File: src/rtl/mesi_snoop_responder.sv
// mesi_snoop_responder: bus-side MESI snoop agent for the L1 data cache.
// Looks up the snooped line's state, reports HIT/HITM/NOHIT, runs the
// writeback handshake for modified lines and writes the next MESI state.
// Optional build macro: SNOOP_PROTO_CHECK_EN enables the proto_err strobe.
module mesi_snoop_responder #(
  parameter int unsigned INDEX_W = 14,
  parameter int unsigned CNT_W   = 16
) (
  input  logic               clk,
  input  logic               reset,
  input  logic               snoop_valid,
  output logic               snoop_ready,
  input  logic [1:0]         snoop_op,
  input  logic [INDEX_W-1:0] snoop_index,
  output logic [INDEX_W-1:0] state_rd_index,
  input  logic [1:0]         state_rd_data,
  output logic               state_wr_en,
  output logic [INDEX_W-1:0] state_wr_index,
  output logic [1:0]         state_wr_data,
  output logic               result_valid,
  output logic [1:0]         snoop_result,
  output logic               wb_req,
  input  logic               wb_ack,
  output logic [INDEX_W-1:0] wb_index,
  output logic [CNT_W-1:0]   hitm_count,
  output logic               proto_err
);

  typedef enum logic [1:0] {
    ST_IDLE      = 2'd0,
    ST_LOOKUP    = 2'd1,
    ST_RESPOND   = 2'd2,
    ST_WRITEBACK = 2'd3
  } state_e;

  typedef enum logic [1:0] {
    MESI_I = 2'b00,
    MESI_S = 2'b01,
    MESI_E = 2'b10,
    MESI_M = 2'b11
  } mesi_e;

  typedef enum logic [1:0] {
    OP_READ  = 2'b00,
    OP_RWIM  = 2'b01,
    OP_INV   = 2'b10,
    OP_WRITE = 2'b11
  } op_e;

  typedef enum logic [1:0] {
    RES_HIT   = 2'b00,
    RES_HITM  = 2'b01,
    RES_NOHIT = 2'b10
  } res_e;

  state_e             state_q, state_d;
  op_e                op_q;
  logic [INDEX_W-1:0] idx_q;
  mesi_e              nxt_q;
  res_e               res_q;
  logic [CNT_W-1:0]   cnt_q;

  mesi_e cur;
  res_e  lk_res;
  mesi_e lk_nxt;
  logic  lk_wb;

  assign cur = mesi_e'(state_rd_data);

  // Snoop decode: result, next state and writeback need for the looked-up line
  always_comb begin
    lk_res = RES_NOHIT;
    lk_nxt = cur;
    lk_wb  = 1'b0;
    unique case (op_q)
      OP_READ: begin
        unique case (cur)
          MESI_M:         begin lk_res = RES_HITM; lk_nxt = MESI_S; lk_wb = 1'b1; end
          MESI_E, MESI_S: begin lk_res = RES_HIT;  lk_nxt = MESI_S; end
          default:        ;
        endcase
      end
      OP_RWIM: begin
        unique case (cur)
          MESI_M:         begin lk_res = RES_HITM; lk_nxt = MESI_I; lk_wb = 1'b1; end
          MESI_E, MESI_S: begin lk_res = RES_HIT;  lk_nxt = MESI_I; end
          default:        ;
        endcase
      end
      OP_INV: begin
        if (cur != MESI_I) begin
          lk_res = RES_HIT;
          lk_nxt = MESI_I;
        end
      end
      default: ;
    endcase
  end

  // Next-state and output decode; reset suppresses every strobe in its cycle
  always_comb begin
    state_d       = state_q;
    snoop_ready   = 1'b0;
    result_valid  = 1'b0;
    state_wr_en   = 1'b0;
    state_wr_data = nxt_q;
    wb_req        = 1'b0;
    snoop_result  = res_q;
    unique case (state_q)
      ST_IDLE: begin
        snoop_ready = 1'b1;
        if (snoop_valid) state_d = ST_LOOKUP;
      end
      ST_LOOKUP: state_d = ST_RESPOND;
      ST_RESPOND: begin
        result_valid  = 1'b1;
        snoop_result  = lk_res;
        state_wr_data = lk_nxt;
        if (lk_wb) begin
          state_d = ST_WRITEBACK;
        end else begin
          state_wr_en = (lk_nxt != cur);
          state_d     = ST_IDLE;
        end
      end
      ST_WRITEBACK: begin
        wb_req = 1'b1;
        if (wb_ack) begin
          state_wr_en = 1'b1;
          state_d     = ST_IDLE;
        end
      end
      default: state_d = ST_IDLE;
    endcase
    if (reset) begin
      snoop_ready  = 1'b0;
      result_valid = 1'b0;
      state_wr_en  = 1'b0;
      wb_req       = 1'b0;
      snoop_result = RES_NOHIT;
    end
  end

  // State register, snoop capture, held result and saturating HITM counter
  always_ff @(posedge clk) begin
    if (reset) begin
      state_q <= ST_IDLE;
      op_q    <= OP_READ;
      idx_q   <= '0;
      nxt_q   <= MESI_I;
      res_q   <= RES_NOHIT;
      cnt_q   <= '0;
    end else begin
      state_q <= state_d;
      if (state_q == ST_IDLE && snoop_valid) begin
        op_q  <= op_e'(snoop_op);
        idx_q <= snoop_index;
      end
      if (state_q == ST_RESPOND) begin
        res_q <= lk_res;
        nxt_q <= lk_nxt;
        if (lk_res == RES_HITM && cnt_q != '1) cnt_q <= cnt_q + 1'b1;
      end
    end
  end

  assign state_rd_index = idx_q;
  assign state_wr_index = idx_q;
  assign wb_index       = idx_q;
  assign hitm_count     = cnt_q;

`ifdef SNOOP_PROTO_CHECK_EN
  logic lk_proto;

  // INVALIDATE or WRITE snooping an exclusively owned line is a bus protocol violation
  always_comb begin
    lk_proto = (op_q == OP_INV || op_q == OP_WRITE) && (cur == MESI_E || cur == MESI_M);
  end

  assign proto_err = (state_q == ST_RESPOND) && lk_proto && !reset;
`else
  assign proto_err = 1'b0;
`endif

endmodule

File: config.mk
export PLATFORM = sky130hd
export DESIGN_NAME = mesi_snoop_responder
export DESIGN_NICKNAME = d
export VERILOG_FILES = /design/src/rtl/mesi_snoop_responder.sv
export SDC_FILE = /design/constraint.sdc
export NUM_CORES = 1
export LEC_CHECK = 0
export ABC_CLOCK_PERIOD_IN_PS = 2000
export CORE_ASPECT_RATIO = 0.75
export CORE_MARGIN = 2
export CORE_UTILIZATION = 55
export CTS_CLUSTER_DIAMETER = 40
export DETAILED_ROUTE_END_ITERATION = 8
export DONT_BUFFER_PORTS = 1
export GPL_TIMING_DRIVEN = 1
export PLACE_DENSITY = 0.7
export SYNTH_ARGS = -nofsm -noshare
export SYNTH_HDL_FRONTEND = slang
export SYNTH_SLANG_ARGS = --single-unit
File: constraint.sdc
create_clock -name clk -period 2 [get_ports clk]
set_input_delay 0.2 -clock clk [delete_from_list [all_inputs] [get_ports clk]]
set_output_delay 0.2 -clock clk [all_outputs]
set_load 0.005 [all_outputs]
# Yosys cells after proc, flatten, opt, wreduce, memory -nomap -nowiden
# Index checks and enable logic that the tools add are counted.
# W data, S select, Z words.
[word_totals] reg_bits=38 in_bits=22 out_inout_bits=67 word_cells=56
[op_classes] addsub=1 n_eq_ne=13 mux=26 n_reduce_logical=10
[op_table] operator="$mux W2" n=10
[op_table] operator="$add A16 B1 Y16 const B" n=1
[op_table] operator="$ne A16 B16 Y1 const B" n=1
[op_table] operator="$mux W1" n=11
[op_table] operator="$eq A2 B2 Y1 const B" n=5
[op_table] operator="$eq A2 B1 Y1 const B" n=4
[op_table] operator="$pmux W2 S2" n=2
[op_table] operator="$pmux W2 S4" n=1
[op_table] operator="$pmux W2 S3" n=1
[op_table] operator="$logic_not A2 Y1" n=2
[op_table] operator="$ne A2 B2 Y1 const B" n=2
[op_table] operator="$reduce_and A2 Y1" n=2
[op_table] operator="$reduce_or A2 Y1" n=2
[op_table] operator="$reduce_or A3 Y1" n=1
[op_table] operator="$logic_and A1 B1 Y1" n=2
[op_table] operator="$ne A2 B2 Y1" n=1
[op_table] operator="$pmux W1 S2" n=1
[op_table] operator="$reduce_bool A2 Y1" n=1

# Depth between registers and ports, before layout
# Gate-level depths: netlist of run 1.
[depth] word_depth=8 depth_mapped=6 ltp_nobuf=5

# Least setup slack after synthesis of run 1
# Ideal clock, no wire load.
[synth_path] kind="register to register" startpoint="register cnt_q[0], in the netlist hitm_count[0]" endpoint="register cnt_q[4], in the netlist hitm_count[4]" setup_ps=86 arrival_ps=1615 t_required_ps=1914 path_slack_ps=300 stages_incl_launch_ff=7 path_buffers=1 period_less_slack_ps=1700 cell_sequence="dfxtp_1 -> ha_1 -> nand4_1 -> nor4_2 -> buf_2 -> nor3_1 -> a211oi_1"
[synth_via] elab_chain_len=3 elab_cells_between_ends=4 cone_classes="add/sub: 1; eq/ne: 1; reduce/logical: 2"
[synth_rtl] item="start: declaration" line_no="61" rtl="logic [CNT_W-1:0] cnt_q;"
[synth_rtl] item="start signal: assignment" line_no="162" rtl="if (lk_res == RES_HITM && cnt_q != '1) cnt_q <= cnt_q + 1'b1;"
[synth_rtl] item="branches (longest 3 deep; another with $add A16 B1 Y16)"
# Several ways; the timed one is not identified.
# A chain may end at the register's enable or synchronous reset.

# Final worst setup path of run 1
[layout_path] startpoint="register cnt_q[2], in the netlist hitm_count[2]" endpoint="register cnt_q[13], in the netlist hitm_count[13]"
# Same word-level chain as after synthesis.

==> flow_summary.toml, run 1 <==
[status]
status = "complete, no violations"

[placement]
placed_cells = 251
port_buffers = 0
gp_congestion = 0.796
hpwl_um = 3110

[setup_path]
required_ns = 2.21
crit_arrival_ns = 2.08
end_kind = "flip-flop"
crit_path_start_kind = "flip-flop"
path_class = "reg -> reg"
cp_max_fo = 8
regToRegSetupSlack_ns = 0.13

[clock_network]
cts_buffers = 5
clock_sinks = 38
cts-root-buf = "clkbuf_8"
clock_latency_ns = 0.28
h-tree-depth = 2
cts_tree = "yes"
clk_pin_slew_worst_paths_ns = 0.08
clock_path_buffers = 2

[route]
routedWlPerCell_um = 17.1
totalWireLength_um = 4430
dr.pass1.iters = 4
ant_nets = 0
drtIter0Drc = 105
drc_errors = 0
via_per_inst = 6.14
vias = 1596

[logic_synthesis]
avgSynthCellArea_sq_um = 8.00
synth_area_leaders = "dfxtp_1 39%, buf_4 11%, nand2_1 8.7%"
yosysTopAreaCellShare = 0.385
synth_top_area_cell = "dfxtp_1"
syn_inst = 247
synth_nets = 270
yosys_warnings = 0
synth_cell_types = 43
seq_area_frac_synth = 0.385
ys_ff_latch = 38
syn_area_sq_um = 1980

[floorplanning]
start_util = 0.589
coreArea_sq_um = 3360
ios = 89
fp.dieArea_sq_um = 4090
row_count = 18
die_y_um = 55.9
dieWidth_um = 73.2

[hold_path]
min_path_type = "in -> reg"

[power]
combinationalPowerShare = 0.052
pwr-share-seq = 0.479
switching_share = 0.212
power_density_nw_per_um2 = 873
internal_power_mw = 1.35
p_clk_frac = 0.469
power.leakage_nw = 0.663
switchingPower_uw = 364
p_total_mw = 1.71
ir_drop_uv = 498

[layout]
nFillCells = 311
area_growth_pct = -0.760
nets = 242
stdcell_count = 260
diodes = 0
drive_above_1_share = 0.114

[sta]
drv_slew = 0
setup_viol = 0
setup_tns_ns = 0
fin_skew_ns = 0.00484
tightest_slew_ns = 0.566
fin_crit_sh = 0.934
fmax_mhz = 535
slew-limit-headroom = 0.623
hold_viol_final = 0
period_minus_slack_ns = 1.87

[run]
drv_cap = 0

[global_routing]
grt_use_total = 0.221
grt_pass1_wl_um = 7120
antenna_found_initial = 0
gr-total-overflow = 0
grt_pass1_vias = 1476
grt_max_degree = 34
-- layout make-up --
cell class / instances / area (sq um) / share of cell area
inverters: 4 / 15.0 / 0.00766
flip-flops and latches: 38 / 761 / 0.388
repair buffers: 6 / 57.6 / 0.0294
clock buffers: 6 / 82.6 / 0.0421
well taps: 40 / 50.0 / 0.0255
multi-input cells: 164 / 935 / 0.477
clock inverters: 2 / 60.1 / 0.0306
-- cells in the mapped netlist (all sizes together) --
master and count:
a211o 1, a211oi 3, a21oi 26, a31oi 4, a32o 1, and2 1, and3 5, and4 2
and4bb 1, buf 32, clkbuf 9, conb 1, dfxtp 38, ha 1, inv 4, mux2 2
mux2i 1, nand2 46, nand2b 2, nand3 7, nand3b 1, nand4 4, nand4b 2, nor2 8
nor2b 5, nor3 9, nor4 3, nor4bb 1, o21ai 9, o31a 2, o31ai 5, o41ai 1
or2 2, or3 3, or4 5
-- worst max-delay path: stages (launching register included) --
cell and delay, ns:
dfxtp_1 0.46, nand3_1 0.16, or4_4 0.60, or4_1 0.42, a21oi_1 0.16
-- worst paths after layout --
path,cells after the start,from,endpoint
worst max register to register,4,hitm_count[2],hitm_count[13]
worst min register to register,2,res_q[0],res_q[0]
worst min-delay path,1,reset,hitm_count[1]
worst max-delay path,4,hitm_count[2],hitm_count[13]
-- state kept, by name (all words and copies together), names as in the netlist --
register	cells
state_q	2
nxt_q	2
hitm_count	16
state_rd_index	14
res_q	2
op_q	2
-- per-layer routing --
layer  part of all wire  GRT usage  vias up
li1                   -          -      782
met1               0.44      0.304      749
met2               0.45      0.331       65
met3               0.11     0.0942        0
met4                  0     0.0291        0
met5                  0          0        -
-- power groups by stage --
stage          combinational, mW  clock (mW)  sequential [mW]
5_1_grt                    0.103       0.852            0.827
2_1_floorplan              0.134           0            0.824
6_report                  0.0890       0.802            0.820
3_5_place_dp              0.0756           0            0.838
3_3_place_gp              0.0718           0            0.837
4_1_cts                   0.0899       0.808            0.820
-- cell usage in the layout (no fill, tap or decap), drive strengths merged, types with 2 or more instances in the layout --
master,synthesis,layout
a21oi,26,26
and3,5,5
inv,4,4
a31oi,4,4
or4,5,5
nor2,8,8
bufinv,0,2
or3,3,3
clkbuf,9,6
nand2,46,46
mux2,2,2
and4,2,2
nor3,9,9
nor2b,5,5
a211oi,3,3
o31ai,5,5
nand3,7,7
o31a,2,2
dfxtp,38,38
nand4b,2,2
or2,2,2
nand4,4,4
o21ai,9,9
buf,32,6
nor4,3,3
nand2b,2,2
-- per-stage QoR --
step | hold slack [ns] | util | cell area, sq um | worst slack (ns)
3_3_place_gp | 0.273 | 0.534 | 1790 | 0.221
3_5_place_dp | 0.276 | 0.534 | 1790 | 0.152
4_1_cts | 0.0151 | 0.582 | 1950 | 0.136
5_1_grt | 0.0106 | 0.584 | 1960 | -0.00918
2_1_floorplan | 0.336 | - | 1980 | 0.300
6_report | 0.0186 | 0.584 | 1960 | 0.132
-- what timing repair did --
item | CTS | global route
hold endpoints to repair | 33 | 0
hold buffers | 1 | 0
setup endpoints to repair | 0 | 1
resized for setup | 0 | 1
buffers inserted | 0 | 0
-- logic make-up after synthesis --
logic type | synth area share
mux | 0.0165
simple gates | 0.290
fa+ha+maj | 0.00633
compound gates | 0.155
flops | 0.385
other cells | 0.00190
buf+inv | 0.145
No activity file was read; power rests on OpenSTA's default activity.
==> run 2: changes to the inputs <==
- CTS_BUF_LIST: default -> sky130_fd_sc_hd__clkbuf_2 sky130_fd_sc_hd__clkbuf_4 sky130_fd_sc_hd__clkbuf_8
==> results of run 2 <==
Final layout, timing and power as in run 1 (identical DEF).
